--- config.mk ---
export PLATFORM = sky130hd
export DESIGN_NAME = pps_trig_receiver_flat
export DESIGN_NICKNAME = d
export VERILOG_FILES = /design/src/rtl/pps_trig_receiver_if.sv /design/src/rtl/pps_trig_receiver.sv /design/src/flat_wrapper.sv
export SDC_FILE = /design/constraint.sdc
export NUM_CORES = 1
export LEC_CHECK = 0
export CAP_MARGIN = 30
export CORE_MARGIN = 2
export CORE_UTILIZATION = 46
export DETAILED_ROUTE_END_ITERATION = 7
export GPL_TIMING_DRIVEN = 0
export PLACE_DENSITY = 0.7
export SLEW_MARGIN = 5
export SYNTH_ARGS = -nofsm -noshare
export SYNTH_HDL_FRONTEND = slang
export SYNTH_SLANG_ARGS = --single-unit
--- constraint.sdc ---
create_clock -name i_clk -period 4.8 [get_ports i_clk]
set_input_delay 0.96 -clock i_clk [delete_from_list [all_inputs] [get_ports i_clk]]
set_output_delay 0.96 -clock i_clk [all_outputs]
set_load 0.01 [all_outputs]
--- src/rtl/pps_trig_receiver_if.sv ---
// Signal bundle between the PPS trigger generator side and the trigger receiver.
// The master drives the raw SYNC/trigger lines and observes the receiver status.
interface pps_trig_receiver_if;
  logic        i_sync;
  logic        i_trig;
  logic        o_trig_stb;
  logic [31:0] o_pulse_idx;
  logic [31:0] o_period;
  logic [31:0] o_pulse_cnt_last;
  logic        o_err_period;
  logic        o_err_count;
  logic        o_err_timeout;
  logic        o_locked;
  logic [1:0]  o_state;

  modport master (
    output i_sync, i_trig,
    input  o_trig_stb, o_pulse_idx, o_period, o_pulse_cnt_last,
           o_err_period, o_err_count, o_err_timeout, o_locked, o_state
  );

  modport slave (
    input  i_sync, i_trig,
    output o_trig_stb, o_pulse_idx, o_period, o_pulse_cnt_last,
           o_err_period, o_err_count, o_err_timeout, o_locked, o_state
  );
endinterface

--- src/rtl/pps_trig_receiver.sv ---
// Receive end of the PPS-synchronised trigger link. Synchronises SYNC and the
// trigger train, checks pulse count, spacing and timeout per PPS interval, and
// emits a one-cycle strobe per accepted trigger.
module pps_trig_receiver #(
  parameter int unsigned EXP_PULSES = 100,
  parameter int unsigned NOM_PERIOD = 1000000,
  parameter int unsigned TOL        = 1000,
  parameter int unsigned TIMEOUT    = 2000000
) (
  input  logic i_clk,
  input  logic i_rst,
  pps_trig_receiver_if.slave bus
);

  localparam logic [1:0] WAIT_SYNC = 2'd0;
  localparam logic [1:0] RUN       = 2'd1;
  localparam logic [1:0] TIMED_OUT = 2'd2;

  localparam logic [31:0] CNT_MAX = 32'hFFFF_FFFF;

  // Input conditioning: 2-FF synchroniser, delay register, registered edge.
  logic sync_s1_q, sync_s2_q, sync_dly_q, sync_edge_q;
  logic sync_s1_d, sync_s2_d, sync_dly_d, sync_edge_d;
  logic trig_s1_q, trig_s2_q, trig_dly_q, trig_edge_q;
  logic trig_s1_d, trig_s2_d, trig_dly_d, trig_edge_d;

  // Interval bookkeeping.
  logic [1:0]  state_q, state_d;
  logic [31:0] cnt_q, cnt_d;
  logic [31:0] idx_q, idx_d;
  logic [31:0] period_q, period_d;
  logic [31:0] cnt_last_q, cnt_last_d;
  logic        err_period_q, err_period_d;
  logic        err_count_q, err_count_d;
  logic        err_timeout_q, err_timeout_d;
  logic        locked_q, locked_d;
  logic        stb_q, stb_d;

  logic [31:0]        cnt_inc;
  logic [31:0]        idx_inc;
  logic signed [32:0] diff;
  logic signed [32:0] diff_abs;
  logic               out_of_tol;

  // Synchroniser chain and rising-edge detection for SYNC and trigger.
  always_comb begin
    sync_s1_d   = bus.i_sync;
    sync_s2_d   = sync_s1_q;
    sync_dly_d  = sync_s2_q;
    sync_edge_d = sync_s2_q & ~sync_dly_q;
    trig_s1_d   = bus.i_trig;
    trig_s2_d   = trig_s1_q;
    trig_dly_d  = trig_s2_q;
    trig_edge_d = trig_s2_q & ~trig_dly_q;
  end

  // Saturating increments and the spacing tolerance test.
  always_comb begin
    cnt_inc    = (cnt_q == CNT_MAX) ? cnt_q : cnt_q + 32'd1;
    idx_inc    = (idx_q == CNT_MAX) ? idx_q : idx_q + 32'd1;
    diff       = $signed({1'b0, cnt_inc}) - $signed({1'b0, NOM_PERIOD});
    diff_abs   = diff[32] ? -diff : diff;
    out_of_tol = diff_abs > $signed({1'b0, TOL});
  end

  // Interval FSM: measures spacing, counts pulses, closes intervals on SYNC.
  always_comb begin
    // NOTE: every variable gets a default first so no path leaves it unassigned,
    // which would otherwise infer a latch.
    state_d       = state_q;
    cnt_d         = cnt_q;
    idx_d         = idx_q;
    period_d      = period_q;
    cnt_last_d    = cnt_last_q;
    err_period_d  = err_period_q;
    err_count_d   = err_count_q;
    err_timeout_d = err_timeout_q;
    locked_d      = locked_q;
    stb_d         = 1'b0;

    case (state_q)
      WAIT_SYNC: begin
        if (sync_edge_q) begin
          idx_d        = '0;
          cnt_d        = '0;
          err_period_d = 1'b0;
          state_d      = RUN;
        end
      end

      RUN, TIMED_OUT: begin
        cnt_d = cnt_inc;
        if (sync_edge_q) begin
          // Close the old interval before anything from the new one counts.
          cnt_last_d    = idx_q;
          err_count_d   = (idx_q != EXP_PULSES);
          locked_d      = (idx_q == EXP_PULSES) && !err_period_q && !err_timeout_q;
          idx_d         = '0;
          cnt_d         = '0;
          err_period_d  = 1'b0;
          err_timeout_d = 1'b0;
          state_d       = RUN;
          // A coincident trigger is pulse 1 of the new interval; its spacing
          // from SYNC is zero, so o_period keeps its previous value.
          if (trig_edge_q) begin
            stb_d = 1'b1;
            idx_d = 32'd1;
          end
        end else if (trig_edge_q) begin
          stb_d    = 1'b1;
          idx_d    = idx_inc;
          period_d = cnt_inc;
          cnt_d    = '0;
          // First pulse is measured from SYNC and is not held to the tolerance.
          if (state_q == RUN && idx_q != 32'd0 && out_of_tol) begin
            err_period_d = 1'b1;
          end
        end else if (state_q == RUN && cnt_q >= TIMEOUT - 32'd1 &&
                     idx_q != EXP_PULSES) begin
          err_timeout_d = 1'b1;
          locked_d      = 1'b0;
          state_d       = TIMED_OUT;
        end
      end

      default: state_d = WAIT_SYNC;
    endcase
  end

  // State registers with synchronous active-high reset.
  always_ff @(posedge i_clk) begin
    // NOTE: non-blocking assignments so every flop samples pre-edge values.
    if (i_rst) begin
      sync_s1_q     <= 1'b0;
      sync_s2_q     <= 1'b0;
      sync_dly_q    <= 1'b0;
      sync_edge_q   <= 1'b0;
      trig_s1_q     <= 1'b0;
      trig_s2_q     <= 1'b0;
      trig_dly_q    <= 1'b0;
      trig_edge_q   <= 1'b0;
      state_q       <= WAIT_SYNC;
      cnt_q         <= '0;
      idx_q         <= '0;
      period_q      <= '0;
      cnt_last_q    <= '0;
      err_period_q  <= 1'b0;
      err_count_q   <= 1'b0;
      err_timeout_q <= 1'b0;
      locked_q      <= 1'b0;
      stb_q         <= 1'b0;
    end else begin
      sync_s1_q     <= sync_s1_d;
      sync_s2_q     <= sync_s2_d;
      sync_dly_q    <= sync_dly_d;
      sync_edge_q   <= sync_edge_d;
      trig_s1_q     <= trig_s1_d;
      trig_s2_q     <= trig_s2_d;
      trig_dly_q    <= trig_dly_d;
      trig_edge_q   <= trig_edge_d;
      state_q       <= state_d;
      cnt_q         <= cnt_d;
      idx_q         <= idx_d;
      period_q      <= period_d;
      cnt_last_q    <= cnt_last_d;
      err_period_q  <= err_period_d;
      err_count_q   <= err_count_d;
      err_timeout_q <= err_timeout_d;
      locked_q      <= locked_d;
      stb_q         <= stb_d;
    end
  end

  assign bus.o_trig_stb       = stb_q;
  assign bus.o_pulse_idx      = idx_q;
  assign bus.o_period         = period_q;
  assign bus.o_pulse_cnt_last = cnt_last_q;
  assign bus.o_err_period     = err_period_q;
  assign bus.o_err_count      = err_count_q;
  assign bus.o_err_timeout    = err_timeout_q;
  assign bus.o_locked         = locked_q;
  assign bus.o_state          = state_q;

endmodule
--- src/flat_wrapper.sv ---
// flat-port wrapper written by rule: the top's interface ports become plain ports
module pps_trig_receiver_flat 
#(
  parameter int unsigned EXP_PULSES = 100,
  parameter int unsigned NOM_PERIOD = 1000000,
  parameter int unsigned TOL        = 1000,
  parameter int unsigned TIMEOUT    = 2000000
)
  (i_clk, i_rst, bus_i_sync, bus_i_trig, bus_o_trig_stb, bus_o_pulse_idx, bus_o_period, bus_o_pulse_cnt_last, bus_o_err_period, bus_o_err_count, bus_o_err_timeout, bus_o_locked, bus_o_state);
  pps_trig_receiver_if bus_i ();
  input  logic i_clk;
  input  logic i_rst;
  input wire logic [$bits(bus_i.i_sync)-1:0] bus_i_sync;
  input wire logic [$bits(bus_i.i_trig)-1:0] bus_i_trig;
  output wire logic [$bits(bus_i.o_trig_stb)-1:0] bus_o_trig_stb;
  output wire logic [$bits(bus_i.o_pulse_idx)-1:0] bus_o_pulse_idx;
  output wire logic [$bits(bus_i.o_period)-1:0] bus_o_period;
  output wire logic [$bits(bus_i.o_pulse_cnt_last)-1:0] bus_o_pulse_cnt_last;
  output wire logic [$bits(bus_i.o_err_period)-1:0] bus_o_err_period;
  output wire logic [$bits(bus_i.o_err_count)-1:0] bus_o_err_count;
  output wire logic [$bits(bus_i.o_err_timeout)-1:0] bus_o_err_timeout;
  output wire logic [$bits(bus_i.o_locked)-1:0] bus_o_locked;
  output wire logic [$bits(bus_i.o_state)-1:0] bus_o_state;
  assign bus_i.i_sync = bus_i_sync;
  assign bus_i.i_trig = bus_i_trig;
  assign bus_o_trig_stb = bus_i.o_trig_stb;
  assign bus_o_pulse_idx = bus_i.o_pulse_idx;
  assign bus_o_period = bus_i.o_period;
  assign bus_o_pulse_cnt_last = bus_i.o_pulse_cnt_last;
  assign bus_o_err_period = bus_i.o_err_period;
  assign bus_o_err_count = bus_i.o_err_count;
  assign bus_o_err_timeout = bus_i.o_err_timeout;
  assign bus_o_locked = bus_i.o_locked;
  assign bus_o_state = bus_i.o_state;
  pps_trig_receiver #(.EXP_PULSES(EXP_PULSES), .NOM_PERIOD(NOM_PERIOD), .TOL(TOL), .TIMEOUT(TIMEOUT)) u_core (.i_clk(i_clk), .i_rst(i_rst), .bus(bus_i));
endmodule
======== Yosys cells after proc, flatten, opt, wreduce, memory -nomap -nowiden ========
Index checks and enable logic that the tools add are counted.
word-level totals
  bits in registers ....................... 143
  input port bits ......................... 4
  output and inout bits ................... 103
operators by class
  $add $sub $neg .......................... 4
  $lt $le $gt $ge ......................... 2
  equality and inequality tests ........... 13
  multiplexer cells ....................... 28
  bitwise logic cells ..................... 6
  reductions and logical operators ........ 21
operators with widths
  kind                                                                                    count
  32-bit two-way mux                                                                      7
  32-bit case mux with 2 select lines                                                     2
  32-bit by 1-bit adder with 32-bit output (second input constant)                        2
  32-bit == test (second input constant)                                                  2
  33-bit by 11-bit greater-than comparator with 1-bit output (second input constant)      1
  33-bit two-way mux                                                                      1
  33-bit negator                                                                          1
  32-bit by 20-bit subtractor with 33-bit output (second input constant)                  1
  32-bit by 7-bit == test with 1-bit output (second input constant)                       1
  32-bit by 21-bit greater-or-equal comparator with 1-bit output (second input constant)  1
  32-bit by 7-bit != test with 1-bit output (second input constant)                       1
  32-bit nonzero test                                                                     1
  1-bit two-way mux                                                                       12
  3-bit by 1-bit != test with 1-bit output (second input constant)                        3
  3-bit AND reduction                                                                     3
  2-bit two-way mux                                                                       4
  4-bit AND reduction                                                                     2
  1-bit logical AND                                                                       6
  3-bit by 2-bit != test with 1-bit output (second input constant)                        2
  2-bit by 1-bit != test with 1-bit output (second input constant)                        2
  1-bit NOT                                                                               4
  2-bit case mux with 2 select lines                                                      1
  2-bit AND reduction                                                                     2
  2-bit nonzero test                                                                      2
  other kinds (7)                                                                         10

======== Logic depth before layout (Yosys ltp) ========
Gate-level depths: netlist of the first run.
  word-level depth ........................ 11
  mapped depth ............................ 15

======== Worst setup path before layout of the first run ========
No wires, ideal clock.
  kind .................................... reg2reg
  start ................................... register u_core.cnt_q[1]
  end ..................................... register u_core.err_period_q (netlist: u_core.bus.o_err_period)
  library setup time ...................... 125 ps
  arrival ................................. 3638 ps
  path slack .............................. 1037 ps
  stages on the path, launching flop included .. 15
  path buffers ............................ 2
  clock period less this slack ............ 3763 ps
  path through ............................ dfxtp_1 ha_1 buf_2 nand3_2 or4_1 buf_2 nor3_1 xnor2_1 nand4_1 nor4_2 and3b_2 a2111oi_1 a2111oi_2 o211ai_1 o41a_1
on the way
  cells in the longest elaborated chain, start to end .. 9
  elaborated cells on any way between the ends .. 10
  those cells by class .................... 3 x add/sub; 1 x order compare; 2 x eq/ne; 2 x mux; 2 x reduce/logical
ends and longest elaborated chain
  element                                                                     RTL line                  RTL
  start: declaration                                                          pps_trig_receiver.sv:29   logic [31:0] cnt_q, cnt_d;
  start signal: assignment                                                    pps_trig_receiver.sv:162  cnt_q <= cnt_d;
  32-bit by 1-bit adder with 32-bit output or 32-bit == test (tied branches)  pps_trig_receiver.sv:59   cnt_inc = (cnt_q == CNT_MAX) ? cnt_q : cnt_q + 32'd1;
  32-bit two-way mux *                                                        pps_trig_receiver.sv:59
  32-bit by 20-bit subtractor with 33-bit output *                            pps_trig_receiver.sv:61   diff = $signed({1'b0, cnt_inc}) - $signed({1'b0, NOM_PERIOD});
  33-bit negator                                                              pps_trig_receiver.sv:62   diff_abs = diff[32] ? -diff : diff;
  33-bit two-way mux *                                                        pps_trig_receiver.sv:62
  33-bit by 11-bit greater-than comparator with 1-bit output *                pps_trig_receiver.sv:63   out_of_tol = diff_abs > $signed({1'b0, TOL});
  1-bit logical AND *                                                         pps_trig_receiver.sv:115  if (state_q == RUN && idx_q != 32'd0 && out_of_tol) begin
  3-bit by 1-bit != test with 1-bit output (no source line) *                 -
  4-bit AND reduction (no source line) *                                      -
  end signal: assignment                                                      pps_trig_receiver.sv:166  err_period_q <= err_period_d;
  end: declaration                                                            pps_trig_receiver.sv:33   logic err_period_q, err_period_d;
Mark *: on every way between the ends. The rest lies on a longest branch, timed or not.
A chain may end at the register's enable or synchronous reset.

======== Worst setup path after layout of the first run ========
Same ends and word-level chain as after synthesis.

==> reports/qor.yml, run 1 <==
startpoint_type: "register"
dr.max_layer_used: "met4"
syn-num-nets: 972
crit_path_max_fanout: 9
postRouteWirelength_um: 23000
cts_buffers: 17
place_congestion: 0.8880
netlist_instances: 962
crit_chain: "ha_1 -> buf_2 -> nand3_2 -> or4_1 -> buf_2 -> nor3_1 -> xnor2_1 -> nand4_1 -> nor4_2 -> nand4_1 -> xnor2_1 -> a22oi_1 -> o211ai_1 -> o41a_1"
p_leak_nw: 3.134
required_ns: 5.11
status: "complete, no violations"
placed_cell_area_um2: 8721
hold_path.class: "register to register"
relSlewSlack_pct: 36.43
hold_buffers: 0
yosysWarnings: 0
synthToLayoutAreaGrowth_pct: 25.57
clk_pin_slew_ns: 0.06
maxCapViolCount: 0
synth_commonest_cells: "dfxtp_1 (143), nor2_1 (139), nand2_1 (136)"
core_area_um2: 15770
ys_seq_area_share_pct: 38.74
ioPinCount: 107
whs_path_depth: 1
place_ws_ns: 0.4102
grt_max_degree: 17
cts_tree: "yes"
p_per_area_nw_per_um2: 280.4
rsz0062_at_grt: "no"
ff2ff_path_depth: 14
whs_ns: 0.3830
postLayoutCellArea_um2: 9279
clk_path_buf_depth: 2
ir_drop_mv: 0.2787
drc: 0
drt_iter0_markers: 526
slowest_delay_ns: 0.55
path_class: "register to register"
cts_root_buf: "clkbuf_16"
cts.sinks: 143
antenna_found_initial: 0
hold_violations: 0
tightest_slew_ns: 0.9472
grtUsageTotal_pct: 27.76
post_drt_wl_per_cell_um: 17.47
clock_latency_ns: 0.43
dr.pass1.iters: 5
fin_skew_ns: 0.008236
period_needed_ns: 4.497
vias_per_cell: 5.714
wl_met1_um: 9882
ys.flop_type: "dfxtp_1"
diodes: 0
p_total_mw: 2.602
synthDistinctLibCells: 64
end_kind: "register"
setup_tns_ns: 0
setup_slack_ns: 0.3034
grt-ovfl-total: 0
postCtsSetupBuffers: 0
crit_arrival_ns: 4.81
dp_hpwl_um: 16770
die_h_um: 130.7
ant_nets: 0
synth_area_leaders: "dfxtp_1 (39%), nor2_1 (7.1%), nand2_1 (6.9%)"
maxSlewViolCount: 0
synth_top_area_share_pct: 38.74
initial_core_util_pct: 46.86
async_flop_share_pct: 0
synth.most_common_cell: "dfxtp_1"
grt_pass1_vias: 7056
vias: 7520
route.met3.wl_um: 1637
fp.dieW_um: 130.7
syn_avg_cell_area_um2: 7.681
io_buffers: 106
final_core_util_pct: 58.84
yosysTopAreaCell: "dfxtp_1"
htree_num_levels: 4
wl_met2_um: 11010
ys_ff_latch: 143
dpl.cell_count: 1284
nNetsFinal: 1097
setup_viol: 0
netlist_area_um2: 7390
finalCritPeriodShare_pct: 93.68
stdcell_count: 1316
rows: 46
dieArea_um2: 17090
drive_above_1_share_pct: 5.727
synth_edf_count: 0
grt_pass1_wl_um: 36710
cp_slowest_cell: "or4_1"
cts_resized: 0
fmax_ghz: 0.2224
==> cells by family (layout without fill, tap and decap cells) <==
logic type,after synthesis,count (layout),share of synthesized area (%)
AOI/OAI and AO/OA,195,195,17.03
xor gates and xnor gates,72,72,8.635
adders and majority gates,6,6,1.016
buffers and inverters,81,219,4.352
DFF,143,143,38.74
muxes,1,1,0.1524
and+or+nand+nor,464,464,30.07
==> area by class of cell <==
class                      instances  area [µm²]
timing repair buffer             106        1061
sequential                       143        2863
multi-input combinational        738        4205
clock inverter                    13       105.1
fill                            1499        6491
inverter                          14       52.55
tap                              216       270.3
clock buffer                      19       452.9
buffer                            67       269.0
==> power breakdown <==
part | total [mW] | switching (mW) | internal [mW] | leakage, nW
clock network | 1.25 | 0.553 | 0.696 | 0.263
registers | 1.20 | 0.00645 | 1.20 | 1.15
logic | 0.152 | 0.110 | 0.0415 | 1.72
==> final timing paths <==
kind,startpoint,endpoint,slack (ns)
max,u_core.cnt_q[1],u_core.bus.o_err_period,0.30
min,u_core.trig_dly_q,u_core.trig_edge_q,0.38
max reg2reg,u_core.cnt_q[1],u_core.bus.o_err_period,0.30
min reg2reg,u_core.trig_dly_q,u_core.trig_edge_q,0.38
==> metal layers <==
metal  global-route usage [%]  up-vias
li1                         -     3645
met1                    35.47     3555
met4                    8.886        0
met2                    46.69      283
met3                    6.352       37
met5                        0        -
==> state kept, by name, indices dropped and copies added, names as in the netlist, 2 cells and up <==
name	flops
u_core.bus.o_period	32
u_core.bus.o_pulse_cnt_last	32
u_core.bus.o_pulse_idx	32
u_core.cnt_q	32
u_core.bus.o_state	2
==> worst max-delay path: cells and delay by family, from the launching register on <==
family                   cells  cell delay [ns]
XOR/XNOR                     2             0.42
AND/OR/NAND/NOR              6             2.16
flip-flops                   1             0.47
AO/OA/AOI/OAI                3             0.74
buffers and inverters        2             0.39
adder cells (fa/ha/maj)      1             0.19
==> cell usage in the layout, fill, tap and decap left out, types with 14 or more instances in the layout <==
master / netlist / final
dfxtp_1: 143 / 143
nor2_1: 139 / 139
nand2_1: 136 / 136
clkdlybuf4s50_1: 0 / 106
a21oi_1: 74 / 74
clkbuf_1: 50 / 50
xor2_1: 37 / 37
xnor2_1: 34 / 34
nor3_1: 31 / 31
nand4_1: 30 / 30
o21ai_0: 29 / 29
nand3_1: 28 / 28
nor4_1: 23 / 23
and3_1: 19 / 19
a211oi_1: 18 / 18
clkbuf_16: 0 / 17
a22oi_1: 16 / 16
inv_1: 14 / 14
buf_2: 14 / 14
Power figures use the tool's default switching activity.
==> run 2: changes to the inputs <==
Settings changed: CTS_BUF_LIST from default to sky130_fd_sc_hd__clkbuf_4 sky130_fd_sc_hd__clkbuf_8 sky130_fd_sc_hd__clkbuf_16.
==> results of run 2 <==
No change in the layout: final DEF, timing and power equal those of run 1.
